--- src/rtl/data_delay_line.sv ---
// data_delay_line: multi-channel signed delay line, delay selectable 0..MAX_DEPTH.
// Latency: depth_q en-cycles from din to dout (0 = combinational pass-through).
// Backpressure: en=0 stalls every stage; there is no ready, and the upstream must hold off.
// Ports: clk/reset (async, active-high), en, flush (sync clear), depth_sel,
//        din_valid/din in; dout_valid/dout out, primed (fill reached depth),
//        cfg_err (registered depth_sel > MAX_DEPTH).
module data_delay_line #(
  parameter int WIDTH     = 18,
  parameter int CHANNELS  = 1,
  parameter int MAX_DEPTH = 8,
  localparam int DW       = $clog2(MAX_DEPTH + 1)
) (
  input  logic                      clk,
  input  logic                      reset,
  input  logic                      en,
  input  logic                      flush,
  input  logic [DW-1:0]             depth_sel,
  input  logic                      din_valid,
  input  logic [CHANNELS*WIDTH-1:0] din,
  output logic                      dout_valid,
  output logic [CHANNELS*WIDTH-1:0] dout,
  output logic                      primed,
  output logic                      cfg_err
);

  localparam int BW = CHANNELS * WIDTH;
  localparam logic [DW-1:0] MAX_D = DW'(MAX_DEPTH);

  logic [BW-1:0]        stg_dat [MAX_DEPTH];
  logic [MAX_DEPTH-1:0] stg_vld;
  logic [DW-1:0]        depth_q;
  logic [DW-1:0]        fill;
  logic                 over;
  logic [DW-1:0]        eff;

  // Out-of-range requests clamp to the deepest tap and raise cfg_err.
  assign over = (depth_sel > MAX_D);
  assign eff  = over ? MAX_D : depth_sel;

  always_ff @(posedge clk or posedge reset) begin
    if (reset) begin
      for (int i = 0; i < MAX_DEPTH; i++) begin
        stg_dat[i] <= '0;
      end
      stg_vld <= '0;
      depth_q <= '0;
      fill    <= '0;
      cfg_err <= 1'b0;
    end else begin
      cfg_err <= over;
      if (flush) begin
        for (int i = 0; i < MAX_DEPTH; i++) begin
          stg_dat[i] <= '0;
        end
        stg_vld <= '0;
        fill    <= '0;
      end else if (eff != depth_q) begin
        // Retargeting the tap invalidates everything in flight: samples
        // already in the pipe were timed for the old delay. Data bits are
        // left in place and no shift happens on this edge.
        depth_q <= eff;
        stg_vld <= '0;
        fill    <= '0;
      end else if (en) begin
        stg_dat[0] <= din;
        stg_vld[0] <= din_valid;
        for (int i = 1; i < MAX_DEPTH; i++) begin
          stg_dat[i] <= stg_dat[i-1];
          stg_vld[i] <= stg_vld[i-1];
        end
        // fill never exceeds depth_q (both cleared together), so saturate there.
        if (fill < depth_q) begin
          fill <= fill + 1'b1;
        end
      end
    end
  end

  // Tap mux: depth 0 bypasses the stages entirely, otherwise stage depth_q-1.
  always_comb begin
    dout       = din;
    dout_valid = din_valid;
    for (int i = 0; i < MAX_DEPTH; i++) begin
      if (depth_q == DW'(i + 1)) begin
        dout       = stg_dat[i];
        dout_valid = stg_vld[i];
      end
    end
  end

  assign primed = (fill == depth_q);

endmodule

--- config.mk ---
export PLATFORM = sky130hd
export DESIGN_NAME = data_delay_line
export DESIGN_NICKNAME = d
export VERILOG_FILES = /design/src/rtl/data_delay_line.sv
export SDC_FILE = /design/constraint.sdc
export NUM_CORES = 1
export LEC_CHECK = 0
export CORE_MARGIN = 2
export CORE_UTILIZATION = 50
export CTS_BUF_LIST = sky130_fd_sc_hd__clkbuf_4
export DETAILED_ROUTE_END_ITERATION = 8
export PLACE_DENSITY_LB_ADDON = 0.2
export SETUP_SLACK_MARGIN = 0.1
export SYNTH_ARGS = -nofsm -noshare
export SYNTH_HDL_FRONTEND = slang
export SYNTH_SLANG_ARGS = --single-unit
export TNS_END_PERCENT = 20
--- constraint.sdc ---
create_clock -name clk -period 6.07 [get_ports clk]
set_clock_uncertainty 0.1 [all_clocks]
set_input_delay 0.9105 -clock clk [delete_from_list [all_inputs] [get_ports clk]]
set_output_delay 0.9105 -clock clk [all_outputs]
set_load 0.005 [all_outputs]
; Yosys cells after proc, flatten, opt, wreduce, memory -nomap -nowiden
; Index checks and enable logic that the tools add are counted.
[totals]
register_bits = 161
in_bits = 27
output_inout_bits = 21
[classes]
add_sub_neg = 1
n_reduce_logical = 6
bitwise_logic = 1
n_eq_ne = 11
n_mux = 27
magnitude_cmp = 2
[op_table]
columns = op, n
row1 = 2-to-1 mux 144 bit, 3
row2 = 2-to-1 mux 18 bit, 8
row3 = 2-to-1 mux 8 bit, 3
row4 = 2-to-1 mux 4 bit, 5
row5 = "equality test 4 x 3 -> 1 bit, second input constant", 4
row6 = "equality test 4 x 2 -> 1 bit, second input constant", 2
row7 = 2-to-1 mux 1 bit, 8
row8 = AND reduction 2 bit, 3
row9 = nonzero test 3 bit, 2
row10 = "adder 4 x 1 -> 4 bit, second input constant", 1
row11 = "equality test 4 x 1 -> 1 bit, second input constant", 1
row12 = equality test 4 bit, 1
row13 = "equality test 4 bit, second input constant", 1
row14 = "greater-than comparator 4 bit, second input constant", 1
row15 = < comparator 4 bit, 1
row16 = inequality test 4 bit, 1
row17 = "inequality test 2 bit, second input constant", 1
row18 = nonzero test 2 bit, 1
row19 = NOT 1 bit, 1

; Depth between registers and ports, before layout
; Gate-level depths: netlist of run 1.
[depth]
word_depth = 9
depth_mapped = 10

; Worst setup path before layout of run 1
; Ideal clock, no wire load.
[synth_timing]
kind = register to output
from = register depth_q[2]
to = output dout[0]
path_stages_with_launch = 9
n_path_buf = 3
required_time_ns = 5.059
setup_slack_ns = 3.365
t_arrival_ns = 1.694
path_cell_list = dfrtp_1 > buf_2 > clkbuf_1 > nor2_1 > nand2_1 > nor2_1 > buf_2 > a21oi_1 > a21oi_1
[synth_via]
elab_chain_cells = 9
[synth_lines]
columns = element, line
row1 = from (decl), 31  ; logic [DW-1:0] depth_q;
row2 = from (signal assigned), 46  ; depth_q <= '0;
row3 = from (signal assigned), 61  ; depth_q <= eff;
row4 = equality test 4 x 1 -> 1 bit, 84  ; if (depth_q == DW'(i + 1)) begin
row5 = 2-to-1 mux 18 bit (7 in a row), 84
row6 = 2-to-1 mux 18 bit *, 84
row7 = to (decl), 21  ; output logic [CHANNELS*WIDTH-1:0] dout,
; Mark *: on every way between the ends. The rest lies on a longest branch, timed or not.

; Final worst setup path of run 1
[layout_timing]
from = register depth_q[2]
to = output dout[5]
; The elaborated chain is that of the path after synthesis.

==> key figures, run 1 <==
STA
  • Final Critical Period: about 4.7 ns
  • Sum of negative setup slack: 0 ns
  • Final Cycle Share: 76.9%
  • Actual slew at the worst max-slew pin: 1.17 ns
  • Slew Limit Fails: 0
  • Fmax: 214 MHz
  • # setup viols final: 0
  • PnR worst setup slack: 1.40 ns
  • Final hold vios: 0
  • Max-slew headroom: 21.8%
  • RSZ-0062 raised after global routing: false

Critical path
  • Critical path, cell by cell: buf_4, nor2b_2, and2_1, a22oi_1, nand3_1, clkdlybuf4s50_1
  • Crit path DAT: 3.66 ns
  • WP buf/inv: 2
  • CP required: between 5 and 6 ns
  • CP Class: flip-flop to output pin
  • Crit path capture type: output pin
  • R2r setup slk: 2.61 ns
  • Worst-path cell with the longest stage delay: nor2b_2
  • Critical Path Max Stage Delay: 0.99 ns
  • Startpoint types: flip-flop
  • CP max FO: 29
  • Top delay family on crit path: simple AND/OR/NAND/NOR gates

Final layout
  • Share of cells above drive strength 1: 8.61%
  • Final Util: 56.8%
  • Layout area overhead: 10.3%
  • Final instance area: 8670 µm²
  • # nets final: 774

Placed design
  • GPL Wtd Cong: approximately 0.8
  • Dpl hpwl: 11.9 mm
  • I/O Buffers: between 40 and 50
  • Dpl ws: ~2 ns
  • Placement Cell Area: 8350 µm²

Power
  • VDD IR max: approximately 0.11 mV
  • Pwr/cell area: 249 nW/µm²
  • Leakage: 3.81 nW

Clock tree
  • Postcts setup bufs: 0
  • Clk pin slew, worst setup/hold paths: 0.14 ns
  • CTS HTree Levels: 4
  • CTS tree: done
  • Cts repair resizes: 0
  • CTS Hold Bufs: 0
  • Root buffer cell: clkbuf_4
  • CTS Sinks: 161
  • Clk_lat worst skew: ~0.58 ns
  • Clock Path Buffers: 2
  • CTS buffer count: 17

Detailed routing
  • Detailed Route Iter0 Violations: between 700 and 800
  • Drc violations: 0
  • Routed vias: 6,248
  • Final antenna-violating net count: 0
  • Drt total wl: 19.5 mm
  • Wire per inst: 20.1 µm
  • Via density: 6.46
  • First-pass iteration count of the detailed router: 5

Global routing
  • Largest net degree at the start of global routing: 145
  • Total GRT Usage: between 20% and 30%
  • First-pass GRT wire length: between 30 and 40 mm
  • Vias in the first global route: between 5,000 and 6,000
  • Grt total ovfl: 0
  • Initial antenna violation count: 1

Logic synthesis
  • Post-Syn Area: 7860 µm²
  • Predominant post-synthesis flop cell: dfrtp_1
  • Count of cell types in the netlist: 48
  • #FFs+latches synth: 161
  • YS warnings: 0
  • Synth Instances: ~740
  • Register area share after synthesis: 51.3%
  • Post-synth ARST share: 100%
  • Net Count, Synth: between 700 and 800
  • Syn_area_per_cell: 10.6 µm²
  • Number of synthesized flops with an enable pin: 0

Floorplanning
  • Core area: 15,300 µm²
  • Io pins: 48
  • Die width: 129 µm
  • Die extent in y: ~130 µm
  • Row cnt: 45
  • Die area: 16,700 µm²
  • Initial Util: 51.5%

Hold path
  • HP Class: flip-flop to flip-flop

Job
  • Max Cap Viol: 0

Outcome
  • Status: complete, no violations
-- worst reg2reg max path, stage by stage (launching register included) --
cell and delay (ns):
dfrtp_2 0.77, nor2b_1 0.79, nand4bb_1 0.24, a311o_1 0.52, nor2_4 0.18, buf_12 0.47
a22o_1 0.36
-- layout make-up --
type / count / area [µm²]
timing repair buffer: 57 / 571
fill: 1323 / 6590
inverter: 6 / 27.5
antenna: 1 / 2.50
clock buffer: 17 / 128
clock inverter: 15 / 185
tap: 211 / 264
multi-input combinational: 499 / 3460
sequential: 161 / 4030
-- synth_stat cells (4+ instances only) --
| cell type | count | area [µm²] |
|---|---|---|
| a2bb2oi_1 | 7 | 61.3 |
| nand3_1 | 20 | 100 |
| a21oi_1 | 39 | 195 |
| buf_6 | 7 | 78.8 |
| o221ai_1 | 6 | 52.6 |
| a22oi_1 | 12 | 90.1 |
| buf_1 | 6 | 22.5 |
| o22ai_1 | 17 | 106 |
| a221o_1 | 6 | 60.1 |
| a31oi_1 | 5 | 31.3 |
| mux2_2 | 14 | 158 |
| ha_1 | 5 | 62.6 |
| a211oi_1 | 5 | 37.5 |
| nor2_1 | 51 | 191 |
| mux2i_1 | 20 | 200 |
| o2111ai_1 | 6 | 52.6 |
| dfrtp_1 | 161 | 4030 |
| nand2b_1 | 5 | 31.3 |
| o21ai_0 | 24 | 120 |
| nor3_1 | 19 | 95.1 |
| clkbuf_1 | 35 | 131 |
| nand2_1 | 50 | 188 |
| inv_1 | 5 | 18.8 |
| nor2b_1 | 4 | 25.0 |
| o211ai_1 | 8 | 60.1 |
| buf_2 | 25 | 125 |
| a22o_1 | 150 | 1310 |
-- cells in the final DEF (no fill, tap or decap), types with 6 or more instances in the layout --
master,instances
nand3_1,20
o221ai_1,6
o211ai_1,8
a22o_1,150
a21oi_1,39
nor2_1,51
o22ai_1,17
nor3_1,19
clkdlybuf4s50_1,47
a221o_1,6
o2111ai_1,6
nand2_1,50
o21ai_0,24
dfrtp_1,159
a2bb2oi_1,7
clkbuf_4,17
a22oi_1,12
mux2_2,14
buf_4,8
mux2i_1,20
-- power breakdown --
part	total [W]	internal [W]	switching [W]	leakage (nW)
registers	0.00109	0.00108	0.00000960	2.24
logic	0.000372	0.000147	0.000225	1.42
clock network	0.000693	0.000288	0.000405	0.151
total	0.00215	0.00151	0.000640	3.81
-- kinds of logic (layout without fill, tap and decap cells) --
kind of cell             Yosys count  count (layout)  share of synthesized area [%]
XOR/XNOR                           4               4                          0.446
multiplexers                      34              34                           4.55
AO/OA/AOI/OAI                    294             294                           28.7
buffers and inverters             79              95                           4.84
other                              0               1                              0
adder cells (fa/ha/maj)            5               5                          0.796
AND/OR/NAND/NOR                  162             162                           9.35
flip-flops                       161             161                           51.3
-- final timing paths --
kind / startpoint / to / cells after the start
setup / recovery: depth_q[2]$_DFFE_PP0P_ / dout[5] / 6
hold / removal: stg_dat[16]$_DFFE_PP0P_ / stg_dat[16]$_DFFE_PP0P_ / 1
setup reg to reg: depth_q[1]$_DFFE_PP0P_ / stg_dat[5]$_DFFE_PP0P_ / 6
hold reg to reg: stg_dat[16]$_DFFE_PP0P_ / stg_dat[16]$_DFFE_PP0P_ / 1
max in group asynchronous: reset / stg_dat[75]$_DFFE_PP0P_ / 3
min in group asynchronous: reset / stg_dat[46]$_DFFE_PP0P_ / 2
-- stage by stage --
step	power (W)	std cells	hold slack, ns
after global placement	0.00147	934	0.389
after CTS	0.00217	966	0.425
after detailed placement	0.00148	934	0.392
after floorplan	0.00133	739	0.373
after global routing	0.00224	967	0.450
final	0.00215	967	0.423
-- flip-flops by register name, indices dropped and copies added, names as in the netlist --
name	cells
fill	4
cfg_err	1
stg_dat	144
stg_vld	8
depth_q	4
-- metal layers --
metal,up-vias,global-route usage (%),share of wire [%]
met3,22,4.05,6.5
met1,3187,38.7,49
met2,222,33.8,43
li1,2817,-,-
met4,0,7.86,1.4
met5,-,0,0
Power figures use the tool's default switching activity.
==> run 2, diff against run 1 <==
==> constraint.sdc (replaced) <==
create_clock -name clk -period 4.3 [get_ports clk]
set_clock_uncertainty 0.1 [all_clocks]
set_input_delay 0.645 -clock clk [delete_from_list [all_inputs] [get_ports clk]]
set_output_delay 0.645 -clock clk [all_outputs]
set_load 0.005 [all_outputs]
==> key figures, run 2 (synthesis results as in run 1) <==
Outcome
  • Status: complete, no violations

Critical path
  • CP Class: flip-flop to output pin
  • CP endpoint: dout[13]
  • Crit path DAT: 3.27 ns
  • Crit path capture type: output pin
  • Startpoint types: flip-flop
  • Critical path launch point: depth_q[3]$_DFFE_PP0P_
  • R2r setup slk: about 1.1 ns
  • R2R cell count: 7
  • CP max FO: 22
  • CP required: about 3.6 ns
  • R2r startpoint: depth_q[1]$_DFFE_PP0P_
  • Worst r2r dst: stg_dat[112]$_DFFE_PP0P_

Power
  • Switching power share of the total: 27.9%
  • Leakage: 3.88 nW
  • Clock network fraction of design power: 32.2%
  • Reg power frac: 50.7%
  • Pint: 0.00221 W
  • NetSw: 0.000854 W
  • Combinational share of power: ~17%
  • VDD IR max: 0.152 mV
  • Total design power: 0.00306 W
  • Pwr/cell area: 348 nW/µm²

Global routing
  • Largest net degree at the start of global routing: approximately 150
  • First-pass GRT wire length: ~32 mm
  • Grt total ovfl: 0
  • Initial antenna violation count: 1
  • Total GRT Usage: 24.6%
  • Vias in the first global route: 5,797

Clock tree
  • Postcts setup bufs: 0
  • Clk pin slew, worst setup/hold paths: 0.13 ns
  • Clk_lat worst skew: around 0.56 ns
  • Clock Path Buffers: 2
  • Cts repair resizes: 0
  • CTS HTree Levels: 4
  • Root buffer cell: clkbuf_4
  • CTS buffer count: 17
  • CTS Hold Bufs: 0
  • CTS tree: done
  • CTS Sinks: ~160

Final layout
  • # nets final: 784
  • Share of cells above drive strength 1: 9.54%
  • Largest regs: stg_dat (144), stg_vld (8)
  • Ant. Diodes: 0
  • Largest register by flop count: stg_dat
  • Layout area overhead: 11.8%
  • Commonest non-fill, non-tap cell in the layout: dfrtp_1
  • Commonest non-fill, non-tap cells in the layout: 159 x dfrtp_1, 150 x a22o_1, 51 x nor2_1
  • Largest register FFs: 144
  • Final Util: 57.6%
  • Filler cells: 1,304

STA
  • Final Critical Period: about 4 ns
  • Fmax: 249 MHz
  • Slew Limit Fails: 0
  • RSZ-0062 raised after global routing: false
  • Final Cycle Share: 93.4%
  • Max-slew headroom: 47.1%
  • Actual slew at the worst max-slew pin: 0.794 ns
  • PnR worst setup slack: 0.286 ns
  • Final hold vios: 0
  • Hold_ws: 0.392 ns
  • Sum of negative setup slack: 0 ns
  • # setup viols final: 0

Floorplanning
  • Die extent in y: 129 µm
  • Die area: 16,700 µm²
  • Row cnt: 45
  • Die width: 129 µm
  • Core area: 15,300 µm²
  • Initial Util: 51.5%
  • Io pins: 48

Placed design
  • I/O Buffers: 47
  • Dpl ws: 0.871 ns
  • GPL Wtd Cong: between 0.8 and 0.9
  • Dpl hpwl: 12.5 mm

Detailed routing
  • Final antenna-violating net count: 0
  • Routed vias: 6,243
  • Via density: 6.40
  • Drt total wl: between 15 and 20 mm
  • Drc violations: 0
  • First-pass iteration count of the detailed router: 6
  • Detailed Route Iter0 Violations: 561
  • Wire per inst: 20.1 µm

Job
  • Max Cap Viol: 0

Hold path
  • HP Class: input pin to asynchronous set/reset pin
[run 2: worst min-delay path by stage]
stage / from / endpoint / slack [ns]
after floorplan: stg_dat[10]$_DFFE_PP0P_ / stg_dat[10]$_DFFE_PP0P_ / 0.37
after global placement: stg_dat[15]$_DFFE_PP0P_ / stg_dat[15]$_DFFE_PP0P_ / 0.39
after detailed placement: stg_dat[9]$_DFFE_PP0P_ / stg_dat[9]$_DFFE_PP0P_ / 0.39
after CTS: reset / stg_vld[6]$_DFFE_PP0P_ / 0.37
after global routing: reset / fill[2]$_DFFE_PP0P_ / 0.41
final: reset / fill[2]$_DFFE_PP0P_ / 0.39
[run 2: stage by stage]
stage,cells,area (µm²)
6_report,976,8790
5_1_grt,976,8790
4_1_cts,976,8790
3_5_place_dp,944,8480
3_3_place_gp,944,8480
2_1_floorplan,739,7860
[run 2: power by group through the flow]
stage	Clock [W]	Combinational, W	Sequential (W)
finish	0.000986	0.000522	0.00155
floorplan	0	0.000320	0.00156
CTS	0.00100	0.000521	0.00155
global route	0.00107	0.000570	0.00156
detailed placement	0	0.000518	0.00158
global placement	0	0.000510	0.00158
[run 2: layout make-up]
cell class                      instances  area [µm²]  area share [%]
Inverter                                6        26.3           0.299
Timing Repair Buffer                   67         696            7.92
Tap cell                              211         264            3.00
Clock inverter                         13         168            1.91
Clock buffer                           19         143            1.62
Sequential cell                       161        4030            45.9
Multi-Input combinational cell        499        3460            39.4
[run 2: worst max-delay path: stages, from the launching register on]
cell and delay, ns:
dfrtp_1 0.69, nor2_1 0.66, o221ai_1 0.33, a221o_1 0.43, nand3_1 0.09, clkdlybuf4s50_1 0.50
[run 2: routing by layer]
layer | vias up | wire (µm) | global-route usage [%]
li1 | 2842 | - | -
met1 | 3174 | 9740 | 39.3
met2 | 200 | 8410 | 33.6
met3 | 27 | 1120 | 4.67
met4 | 0 | 385 | 8.06
met5 | - | 0 | 0
==> variant: new RTL, config.mk and constraints of run 2 <==
The parameter `WIDTH` goes from 18 to 16.
--- a/src/rtl/data_delay_line.sv
+++ b/src/rtl/data_delay_line.sv
@@ -5,7 +5,7 @@
 //        din_valid/din in; dout_valid/dout out, primed (fill reached depth),
 //        cfg_err (registered depth_sel > MAX_DEPTH).
 module data_delay_line #(
-  parameter int WIDTH     = 18,
+  parameter int WIDTH     = 16,
   parameter int CHANNELS  = 1,
   parameter int MAX_DEPTH = 8,
   localparam int DW       = $clog2(MAX_DEPTH + 1)
Ports: changed (resized din and dout); port bits go from 48 to 44. The function was not compared with the original's and may differ.
==> variant against run 2 <==
- worst setup slack improved by 0.052 ns
- synthesized area decreased by 8.0%
- non-clock buffer count increased by 2
- power is 11% lower
- global-route usage shrank 0.42 points
- sequential cell count fell by 16
- cell area fell by 9.4%
- wire length shrank 7.5%
==> variant: results (changes against run 2) <==
stage	metric	value	unit	change
outcome	status	complete, no violations		
layout	reg.largest.list	stg_dat x128, stg_vld x8		
worst_setup_path	crit_start	depth_q[0]		
power	power.density	343	nW/um^2	-1.6%
power	combPwrFrac	0.189		+0.018
drt	drt-initial-drc-count	692		+23%
placed_design	hpwl	11.8	mm	-5.3%
worst_setup_path	r2r_setup_slack	1.29	ns	+0.23 ns
layout	clk_share	0.0316		-0.00373
layout	n_all_buffers	69		+3.0%
drt	avgViaCountPerCell	6.74		+5.4%
placed_design	gp_congestion	0.857		+4.1%
layout	seq-cell-share	0.456		-0.00308
layout	multiInputGateArea	3120	sq um	-9.7%
power	ir_worst_vdd	0.204	mV	+34%
worst_setup_path	worst_r2r_endpoint	stg_dat[28]		
worst_setup_path	cp.arrival	3.22	ns	-0.05 ns
timing	slew_headroom	0.329		-0.142
yosys	synth_commonest_cells	dfrtp_1 (145), a22o_1 (128), a21oi_1 (44), clkbuf_1 (30), buf_6 (26)		
drt	drt_wl_total	18.2	mm	-7.5%
layout	inv_count	11		+5
worst_setup_path	worst-path-max-fanout	19		-14%
global_routing	antenna_found_initial	0		-1
layout	layout.nets	682		-13%
worst_setup_path	worst_r2r_path_depth	5		-2
layout	n_fill_cell	1200		-8.0%
yosys	syn_nets	662		-14%
power	p_clk	0.000813	W	-18%
global_routing	grt_util_all_layers	0.242		-0.00417
cts	cts_resized	1		+1
global_routing	grt_pass1_wl	30.2	mm	-6.0%
layout	buf_share	0.0864		+0.00726
[variant: changes by cell type in the layout (fill, tap and decap cells not counted), sizes merged, moves of 7 or more]
cell	before	now
nor2	52	11
a22o	150	128
o221a	0	14
a222oi	0	15
dfrtp	161	145
nand2	50	22
mux2i	20	10
nor3	19	3
nand2b	5	21
mux2	14	0
o2bb2ai	0	15
a2bb2oi	7	14
nand3	20	3
[variant: critical path, cell delays in order, from the launching register on]
cell	delay, ns
dfrtp_1	0.66
nor4b_2	0.71
buf_4	0.30
a22oi_1	0.08
o221a_2	0.18
o21ai_1	0.19
clkdlybuf4s50_1	0.54
[variant: per-layer routing]
layer / vias to the layer above / wire length (microns)
met2: 253 / 7870
met3: 20 / 1460
li1: 2552 / -
met4: 0 / 231
met5: - / 0
met1: 2864 / 8620
[variant: stage by stage]
stage                     setup WS [ns]  cell area (sq um)  hold WS (ns)  cells
final                             0.338               7960         0.389    844
after global routing              0.165               7960         0.406    844
after CTS                         0.334               7960         0.380    844
after detailed placement          0.674               7710         0.397    813
after global placement            0.760               7710         0.389    813
after floorplan                    1.74               7230         0.373    632
[variant: logic make-up after synthesis]
kind of cell,share of synthesized area
AO/OA/AOI/OAI,0.333
flip-flops,0.502
AND/OR/NAND/NOR,0.0711
buffers and inverters,0.0699
multiplexers,0.0138
adder cells (fa/ha/maj),0.00865
XOR/XNOR,0.00121
[variant: how the worst min path moves through the flow]
stage / start / slack [ns] / end
floorplan: stg_dat[11] / 0.37 / stg_dat[11]
global placement: stg_dat[13] / 0.39 / stg_dat[13]
detailed placement: stg_dat[8] / 0.40 / stg_dat[8]
CTS: reset / 0.38 / fill[3]
global route: reset / 0.41 / fill[3]
finish: reset / 0.39 / fill[0]
